[src/rtl/hd44780_pkg.sv]
// Shared constants, types and address helpers for the HD44780 responder.
// DDRAM is stored linearly: line 0 (0x00-0x27) at 0..39, line 1 (0x40-0x67) at 40..79.
package hd44780_pkg;

    localparam logic [6:0] LINE0_BASE  = 7'h00;
    localparam logic [6:0] LINE0_LIMIT = 7'h27;
    localparam logic [6:0] LINE1_BASE  = 7'h40;
    localparam logic [6:0] LINE1_LIMIT = 7'h67;
    localparam int         LINE_LEN    = 40;
    localparam int         DDRAM_DEPTH = 80;
    localparam logic [7:0] BLANK_CHAR  = 8'h20;

    localparam logic [7:0] MASK_CLEAR   = 8'h01;
    localparam logic [7:0] MASK_HOME    = 8'h02;
    localparam logic [7:0] MASK_ENTRY   = 8'h04;
    localparam logic [7:0] MASK_DISPLAY = 8'h08;
    localparam logic [7:0] MASK_SHIFT   = 8'h10;
    localparam logic [7:0] MASK_FUNC    = 8'h20;
    localparam logic [7:0] MASK_CGRAM   = 8'h40;
    localparam logic [7:0] MASK_DDRAM   = 8'h80;

    typedef enum logic [3:0] {
        CMD_NOP,
        CMD_CLEAR,
        CMD_HOME,
        CMD_ENTRY,
        CMD_DISPLAY,
        CMD_SHIFT,
        CMD_FUNC,
        CMD_CGRAM,
        CMD_DDRAM
    } cmd_t;

    typedef enum logic [1:0] {
        ST_INIT  = 2'd0,
        ST_IDLE  = 2'd1,
        ST_CLEAR = 2'd2
    } state_t;

    typedef struct packed {
        state_t state;
        logic   dl;
        logic   f;
        logic   entry_inc;
    } dbg_t;

    // Instruction class is picked by the most significant set bit.
    function automatic cmd_t decode_cmd(input logic [7:0] b);
        cmd_t c;
        if ((b & MASK_DDRAM) != 8'h00)        c = CMD_DDRAM;
        else if ((b & MASK_CGRAM) != 8'h00)   c = CMD_CGRAM;
        else if ((b & MASK_FUNC) != 8'h00)    c = CMD_FUNC;
        else if ((b & MASK_SHIFT) != 8'h00)   c = CMD_SHIFT;
        else if ((b & MASK_DISPLAY) != 8'h00) c = CMD_DISPLAY;
        else if ((b & MASK_ENTRY) != 8'h00)   c = CMD_ENTRY;
        else if ((b & MASK_HOME) != 8'h00)    c = CMD_HOME;
        else if ((b & MASK_CLEAR) != 8'h00)   c = CMD_CLEAR;
        else                                  c = CMD_NOP;
        return c;
    endfunction

    function automatic logic addr_valid(input logic [6:0] a);
        return (a <= LINE0_LIMIT) || ((a >= LINE1_BASE) && (a <= LINE1_LIMIT));
    endfunction

    function automatic logic [6:0] addr_to_idx(input logic [6:0] a);
        logic [6:0] idx;
        if (a < LINE1_BASE) idx = a;
        else                idx = a - LINE1_BASE + 7'(LINE_LEN);
        return idx;
    endfunction

    function automatic logic [6:0] ac_next(input logic [6:0] a, input logic inc);
        logic [6:0] n;
        if (inc) begin
            if (a == LINE0_LIMIT)      n = LINE1_BASE;
            else if (a == LINE1_LIMIT) n = LINE0_BASE;
            else                       n = a + 7'd1;
        end else begin
            if (a == LINE0_BASE)       n = LINE1_LIMIT;
            else if (a == LINE1_BASE)  n = LINE0_LIMIT;
            else                       n = a - 7'd1;
        end
        return n;
    endfunction

    // Holes between and after the two lines snap to the start of the next line.
    function automatic logic [6:0] normalize_addr(input logic [6:0] a);
        logic [6:0] n;
        if ((a > LINE0_LIMIT) && (a < LINE1_BASE)) n = LINE1_BASE;
        else if (a > LINE1_LIMIT)                  n = LINE0_BASE;
        else                                       n = a;
        return n;
    endfunction

endpackage

[src/rtl/hd44780_ddram.sv]
// 80x8 display RAM: port A synchronous write / asynchronous read for the bus
// and clear engine, port B registered read for the scan port.
module hd44780_ddram
    import hd44780_pkg::*;
(
    input  logic       i_clk,
    input  logic       i_rst,
    input  logic       i_we_a,
    input  logic [6:0] i_idx_a,
    input  logic [7:0] i_wdata_a,
    output logic [7:0] o_rdata_a,
    input  logic [6:0] i_idx_b,
    input  logic       i_valid_b,
    output logic [7:0] o_q_b
);

    logic [7:0] r_mem [DDRAM_DEPTH];
    logic [7:0] r_q_b;

    always_ff @(posedge i_clk) begin
        if (i_we_a) begin
            r_mem[i_idx_a] <= i_wdata_a;
        end
    end

    assign o_rdata_a = r_mem[i_idx_a];

    // Read-before-write: a location being cleared this cycle still shows its old value.
    always_ff @(posedge i_clk or posedge i_rst) begin
        if (i_rst) begin
            r_q_b <= 8'h00;
        end else if (i_valid_b) begin
            r_q_b <= r_mem[i_idx_b];
        end else begin
            r_q_b <= BLANK_CHAR;
        end
    end

    assign o_q_b = r_q_b;

endmodule

[src/rtl/hd44780_responder.sv]
// HD44780 controller-side bus responder: synchronizes the E/RS/RW/DB pins,
// executes the 8-bit instruction set with busy timing, and serves reads and a scan port.
module hd44780_responder
    import hd44780_pkg::*;
#(
    parameter int EXEC_CYCLES    = 37,
    parameter int CLEAR_CYCLES   = 1520,
    parameter int POWERUP_CYCLES = 10000
) (
    input  logic       clk,
    input  logic       rst,
    input  logic       lcd_clk,
    input  logic       lcd_rs,
    input  logic       lcd_rw,
    input  logic [7:0] lcd_data_in,
    output logic [7:0] lcd_data_out,
    output logic       lcd_data_oe,
    output logic       busy,
    output logic [6:0] ac,
    output logic       disp_on,
    output logic       cursor_on,
    output logic       blink_on,
    output logic       two_line,
    output logic       ovr_err,
    input  logic [6:0] scan_addr,
    output logic [7:0] scan_char,
    output dbg_t       dbg
);

    localparam logic [15:0] EXEC_LOAD    = 16'(EXEC_CYCLES - 1);
    localparam logic [15:0] CLEAR_LOAD   = 16'(CLEAR_CYCLES - 1);
    localparam logic [15:0] POWERUP_LOAD = 16'(POWERUP_CYCLES - 2);

    // Bus handshake: the host holds RS/RW/DB stable around E. A write is taken on
    // the synchronized E falling edge; a read drives DB from E rising until E falling.
    logic [10:0] r_sync1;
    logic [10:0] r_sync2;
    logic        r_e3;

    logic        w_e;
    logic        w_rs;
    logic        w_rw;
    logic [7:0]  w_db;
    logic        w_e_rise;
    logic        w_e_fall;

    always_ff @(posedge clk or posedge rst) begin
        if (rst) begin
            r_sync1 <= '0;
            r_sync2 <= '0;
            r_e3    <= 1'b0;
        end else begin
            r_sync1 <= {lcd_clk, lcd_rs, lcd_rw, lcd_data_in};
            r_sync2 <= r_sync1;
            r_e3    <= r_sync2[10];
        end
    end

    assign w_e      = r_sync2[10];
    assign w_rs     = r_sync2[9];
    assign w_rw     = r_sync2[8];
    assign w_db     = r_sync2[7:0];
    assign w_e_rise = w_e & ~r_e3;
    assign w_e_fall = ~w_e & r_e3;

    state_t      r_state;
    state_t      w_state_nxt;
    logic        r_busy;
    logic [15:0] r_cnt;
    logic [6:0]  r_ac;
    logic        r_inc;
    logic        r_disp;
    logic        r_cur;
    logic        r_blink;
    logic        r_two;
    logic        r_dl;
    logic        r_f;
    logic        r_ovr;
    logic        r_oe;
    logic [7:0]  r_dout;
    logic [6:0]  r_clr_idx;

    logic        w_wr_acc;
    logic        w_wr_rej;
    logic        w_rd_rise;
    logic        w_drd_acc;
    logic        w_drd_rej;
    cmd_t        w_cmd;
    logic        w_busy_load;
    logic [15:0] w_busy_val;

    logic        w_we_a;
    logic [6:0]  w_idx_a;
    logic [7:0]  w_wdata_a;
    logic [7:0]  w_rdata_a;
    logic [7:0]  w_scan_q;

    assign w_wr_acc  = w_e_fall & ~w_rw & ~r_busy;
    assign w_wr_rej  = w_e_fall & ~w_rw & r_busy;
    assign w_rd_rise = w_e_rise & w_rw;
    assign w_drd_acc = w_rd_rise & w_rs & ~r_busy;
    assign w_drd_rej = w_rd_rise & w_rs & r_busy;
    assign w_cmd     = decode_cmd(w_db);

    always_ff @(posedge clk or posedge rst) begin
        if (rst) begin
            r_state <= ST_INIT;
        end else begin
            r_state <= w_state_nxt;
        end
    end

    always_comb begin
        w_state_nxt = r_state;
        w_busy_load = 1'b0;
        w_busy_val  = EXEC_LOAD;
        case (r_state)
            ST_INIT: begin
                w_state_nxt = ST_CLEAR;
                w_busy_load = 1'b1;
                w_busy_val  = POWERUP_LOAD;
            end
            ST_CLEAR: begin
                if (r_clr_idx == 7'(DDRAM_DEPTH - 1)) begin
                    w_state_nxt = ST_IDLE;
                end
            end
            ST_IDLE: begin
                if (w_wr_acc && !w_rs && (w_cmd == CMD_CLEAR)) begin
                    w_state_nxt = ST_CLEAR;
                end
            end
            default: w_state_nxt = ST_INIT;
        endcase
        if (w_wr_acc) begin
            w_busy_load = 1'b1;
            if (!w_rs && ((w_cmd == CMD_CLEAR) || (w_cmd == CMD_HOME))) begin
                w_busy_val = CLEAR_LOAD;
            end
        end else if (w_drd_acc) begin
            w_busy_load = 1'b1;
        end
    end

    // The clear engine owns port A while active; the host cannot write then since busy is set.
    always_comb begin
        w_we_a    = 1'b0;
        w_idx_a   = addr_to_idx(r_ac);
        w_wdata_a = w_db;
        if (r_state == ST_CLEAR) begin
            w_we_a    = 1'b1;
            w_idx_a   = r_clr_idx;
            w_wdata_a = BLANK_CHAR;
        end else if (w_wr_acc && w_rs) begin
            w_we_a = 1'b1;
        end
    end

    always_ff @(posedge clk or posedge rst) begin
        if (rst) begin
            r_busy    <= 1'b1;
            r_cnt     <= '0;
            r_ac      <= '0;
            r_inc     <= 1'b1;
            r_disp    <= 1'b0;
            r_cur     <= 1'b0;
            r_blink   <= 1'b0;
            r_two     <= 1'b0;
            r_dl      <= 1'b0;
            r_f       <= 1'b0;
            r_ovr     <= 1'b0;
            r_oe      <= 1'b0;
            r_dout    <= '0;
            r_clr_idx <= '0;
        end else begin
            if (w_busy_load) begin
                r_busy <= 1'b1;
                r_cnt  <= w_busy_val;
            end else if (r_busy) begin
                if (r_cnt == 16'd0) r_busy <= 1'b0;
                else                r_cnt  <= r_cnt - 16'd1;
            end

            if ((w_state_nxt == ST_CLEAR) && (r_state != ST_CLEAR)) begin
                r_clr_idx <= '0;
            end else if (r_state == ST_CLEAR) begin
                r_clr_idx <= r_clr_idx + 7'd1;
            end

            if (w_wr_rej || w_drd_rej) begin
                r_ovr <= 1'b1;
            end

            if (w_wr_acc) begin
                if (w_rs) begin
                    r_ac <= ac_next(r_ac, r_inc);
                end else begin
                    case (w_cmd)
                        CMD_CLEAR: begin
                            r_ac  <= LINE0_BASE;
                            r_inc <= 1'b1;
                        end
                        CMD_HOME:    r_ac <= LINE0_BASE;
                        CMD_ENTRY:   r_inc <= w_db[1];
                        CMD_DISPLAY: begin
                            r_disp  <= w_db[2];
                            r_cur   <= w_db[1];
                            r_blink <= w_db[0];
                        end
                        CMD_SHIFT: begin
                            if (!w_db[3]) r_ac <= ac_next(r_ac, w_db[2]);
                        end
                        CMD_FUNC: begin
                            r_dl  <= w_db[4];
                            r_two <= w_db[3];
                            r_f   <= w_db[2];
                        end
                        CMD_DDRAM:   r_ac <= normalize_addr(w_db[6:0]);
                        default: ;
                    endcase
                end
            end else if (w_drd_acc) begin
                r_ac <= ac_next(r_ac, r_inc);
            end

            if (w_rd_rise) begin
                r_oe <= 1'b1;
                if (!w_rs)       r_dout <= {r_busy, r_ac};
                else if (r_busy) r_dout <= 8'h00;
                else             r_dout <= w_rdata_a;
            end else if (w_e_fall && w_rw) begin
                r_oe <= 1'b0;
            end
        end
    end

    hd44780_ddram u_ddram (
        .i_clk     (clk),
        .i_rst     (rst),
        .i_we_a    (w_we_a),
        .i_idx_a   (w_idx_a),
        .i_wdata_a (w_wdata_a),
        .o_rdata_a (w_rdata_a),
        .i_idx_b   (addr_to_idx(scan_addr)),
        .i_valid_b (addr_valid(scan_addr)),
        .o_q_b     (w_scan_q)
    );

    assign lcd_data_out = r_dout;
    assign lcd_data_oe  = r_oe;
    assign busy         = r_busy;
    assign ac           = r_ac;
    assign disp_on      = r_disp;
    assign cursor_on    = r_cur;
    assign blink_on     = r_blink;
    assign two_line     = r_two;
    assign ovr_err      = r_ovr;
    assign scan_char    = w_scan_q;

    always_comb begin
        dbg           = '0;
        dbg.state     = r_state;
        dbg.dl        = r_dl;
        dbg.f         = r_f;
        dbg.entry_inc = r_inc;
    end

endmodule

[config.mk]
export PLATFORM = sky130hd
export DESIGN_NAME = hd44780_responder
export DESIGN_NICKNAME = d
export VERILOG_FILES = /design/src/rtl/hd44780_pkg.sv /design/src/rtl/hd44780_ddram.sv /design/src/rtl/hd44780_responder.sv
export SDC_FILE = /design/constraint.sdc
export NUM_CORES = 1
export LEC_CHECK = 0
export BUFFER_PORTS_ARGS = -buffer_cell sky130_fd_sc_hd__buf_2
export CORE_MARGIN = 10
export CORE_UTILIZATION = 55
export DETAILED_ROUTE_END_ITERATION = 12
export HOLD_SLACK_MARGIN = 0.03
export PLACE_DENSITY_LB_ADDON = 0.1
export SLEW_MARGIN = 30
export SYNTH_ARGS = -nofsm -noshare
export SYNTH_HDL_FRONTEND = slang
export SYNTH_SLANG_ARGS = --single-unit
[constraint.sdc]
create_clock -name clk -period 3.4 [get_ports clk]
set_clock_uncertainty 0.2 [all_clocks]
set_input_delay 0.85 -clock clk [delete_from_list [all_inputs] [get_ports clk]]
set_output_delay 0.85 -clock clk [all_outputs]
set_load 0.02 [all_outputs]
==> impl_metrics.toml <==
[outcome]
status = "finished, violations left"
violations = "setup timing"

[yosys]
synth-main-ff-cell = "edfxtp_1"
syn_inst = 2423
yosysTopAreaCell = "edfxtp_1"
synth_edf_count = 640
synthTopCellsByArea = "edfxtp_1 55%, mux4_2 13%, dfrtp_1 5.7%, nand2_1 2.8%, nor2_1 1.9%"
async_reset_ff_share_pct = 11.2
synth-seq-cells = 721
synth.yosys.seq_area_share_pct = 61.3
syn_nets = 2452
synthTopCellsByCount = "640 x edfxtp_1, 260 x nand2_1, 202 x mux4_2"
yosys_warnings = 0
ys_types = 97
synth_top_area_share_pct = 55.5
synth_most_common_cell = "edfxtp_1"
syn_avg_cell_area_um2 = 14.3
synthesis.area_mm2 = 0.0346

[timing]
holdWs_ps = 72.6
finalSetupViolCount = 1
worstMarginPinSlew_ps = 1000
fmax_mhz = 292
fin_ws_ps = -25.8
slew_headroom_pct = 33.1
min_period_ps = 3430
finalCritPeriodShare_pct = 101
maxSlewViolCount = 0
hold_viol = 0

[worst_setup_path]
worstPathArrival_ps = 3760
crit_fanout = 16
rrSetupSlack_ps = -30
critical_path_class = "flop to flop"
crit_required_ps = 3740
setup.worst_path.start_class = "flop"
cp-end-kind = "flop"

[final_layout]
diodes = 0
fin_nets = 2706
n_fill_cell = 4452
final_util_pct = 65.5
drive_gt1_share_pct = 27.7
area_growth_pct = 17.3

[floorplan]
start_util_pct = 55.8
io_pins = 55
die_h_um = 271
core_area_mm2 = 0.0621
die_area_mm2 = 0.0734
core.rowCount = 91
die_x_um = 271

[detailed_routing]
antenna_left = 0
via_count = 25400
drtIter0Drc = 4488
via_per_inst = 7.10
drc_errors = 0
routedWlPerCell_um = 34.1
totalWireLength_mm = 122
firstDrtPassIters = 6

[pwr]
ir_drop_v = 0.000456
leakage_nw = 12.4
power_density_mw_per_mm2 = 453

[run]
maxCapViolations = 0

[clocking]
cts_buffer_depth = 3
cts.clk_slew.worst_paths_ps = 60
cts_buffers = 76
cts_max_level = 3
root_buffer = "clkbuf_16"
cts_tree = "yes"
clock_latency_ps = 640
cts_sinks = 721
cts_hold_buffers = 0

[global_route]
grt_max_degree = 50
grt_usage_pct = 32.6
grt_pass1_vias = 24300
grt_pass1_wl_mm = 173
antenna_found_initial = 4
grt-ovfl-total = 0

[place]
portBuffers = 54
dpl_worst_slack_ps = -243
gp_congestion = 0.986
hpwl_mm = 82.6

[min_path]
min_path_type = "primary input to async pin"
==> cell families after synthesis <==
family | Yosys count | share of synthesized area [%]
xor+xnor | 21 | 0.531
buf+inv | 221 | 3.07
flops | 721 | 61.3
mux | 286 | 15.7
simple gates | 710 | 9.56
fa+ha+maj | 9 | 0.325
compound gates | 455 | 9.44
==> final timing paths <==
check                             endpoint  depth (start not counted)           start
min in group clk                r_sync1[0]                          1  lcd_data_in[0]
max reg2reg                lcd_data_out[7]                         12      r_state[1]
min reg2reg                    r_sync2[10]                          0     r_sync1[10]
min                             r_sync1[0]                          2             rst
max in group asynchronous             busy                          3             rst
max                        lcd_data_out[7]                         12      r_state[1]
==> worst max-delay path: stages, from the launching register on <==
cell	delay, ps
dfrtp_2	480
buf_4	180
nor3b_2	140
buf_4	180
a32oi_4	280
buf_12	220
buf_4	240
o221ai_1	160
nor4_2	340
a31oi_1	120
a221oi_2	360
buf_4	200
o32a_1	210
==> stage by stage <==
| step | std cells | setup TNS (ps) | instance area (um2) | total power [mW] |
|---|---|---|---|---|
| after floorplan | 2423 | -64430 | 34600 | 10.1 |
| after global placement | 3433 | -503 | 38100 | 10.3 |
| after detailed placement | 3433 | -433 | 38100 | 10.3 |
| after CTS | 3575 | 0 | 40600 | 18.4 |
| after global routing | 3575 | -48.8 | 40600 | 18.9 |
| final | 3575 | -25.8 | 40600 | 18.4 |
==> layout by cell type (no fill, tap or decap), drive strengths merged, types with 7 or more instances in the layout <==
master	Yosys	routed
edfxtp	640	640
buf	110	352
nand2	260	260
mux4	202	202
nor2	174	174
clkbuf	66	94
nand3	93	93
dfrtp	79	79
o22ai	73	73
a21oi	66	66
a211oi	65	65
mux2i	58	58
o21ai	52	52
inv	45	48
nor3	38	38
nand4	30	30
o221ai	28	28
clkinv	0	28
a31oi	27	27
mux2	26	26
a2111oi	17	17
a32oi	16	16
o22a	14	14
nor4	14	14
and2	14	14
nand2b	13	13
xnor2	11	11
o211ai	11	11
nor2b	11	11
o32a	10	10
xor2	10	10
or3	9	9
ha	9	9
o31ai	9	9
a22oi	9	9
and3	8	8
or4	8	8
clkinvlp	0	8
o21a	7	7
a21o	7	7
==> registers in the layout, summed over array words and instances, names as in the netlist, 2 cells and up <==
signal,count
u_ddram.o_q_b,8
u_ddram.r_mem,640
r_state,2
r_clr_idx,7
ac,7
r_sync2,11
lcd_data_out,8
r_sync1,11
r_cnt,16
==> repair_timing <==
action / CTS / global route
buffers inserted: 3 / 0
resized for setup: 4 / 8
gates cloned: 0 / 0
endpoints found under the setup margin: 3 / 83
pin swaps: 1 / 1
==> area by class of cell <==
class | count | area (um2) | share of cell area, %
inverters | 45 | 170 | 0.419
multi-input cells | 1481 | 12500 | 30.8
well taps | 837 | 1050 | 2.58
flip-flops and latches | 721 | 21300 | 52.3
clock inverters | 45 | 438 | 1.08
clock buffers | 94 | 2010 | 4.95
repair buffers | 352 | 3210 | 7.91
==> power by group <==
group	internal, mW	switching, mW	leakage (nW)
registers	9.54	0.0313	5.32
logic	0.225	0.325	5.89
clock network	4.70	3.56	1.18
==> routing by layer <==
layer  part of all wire [%]  vias up  routed length [um]  track usage (%)
met1                     38    12700               45700             44.7
met5                  0.033        -                  40                0
met3                     13      397               16100             9.09
li1                       -    10200                   -                -
met2                     44     2063               53300             47.8
met4                    5.4        6                6610             14.9
Note: power is estimated with default switching activity, not from simulation.
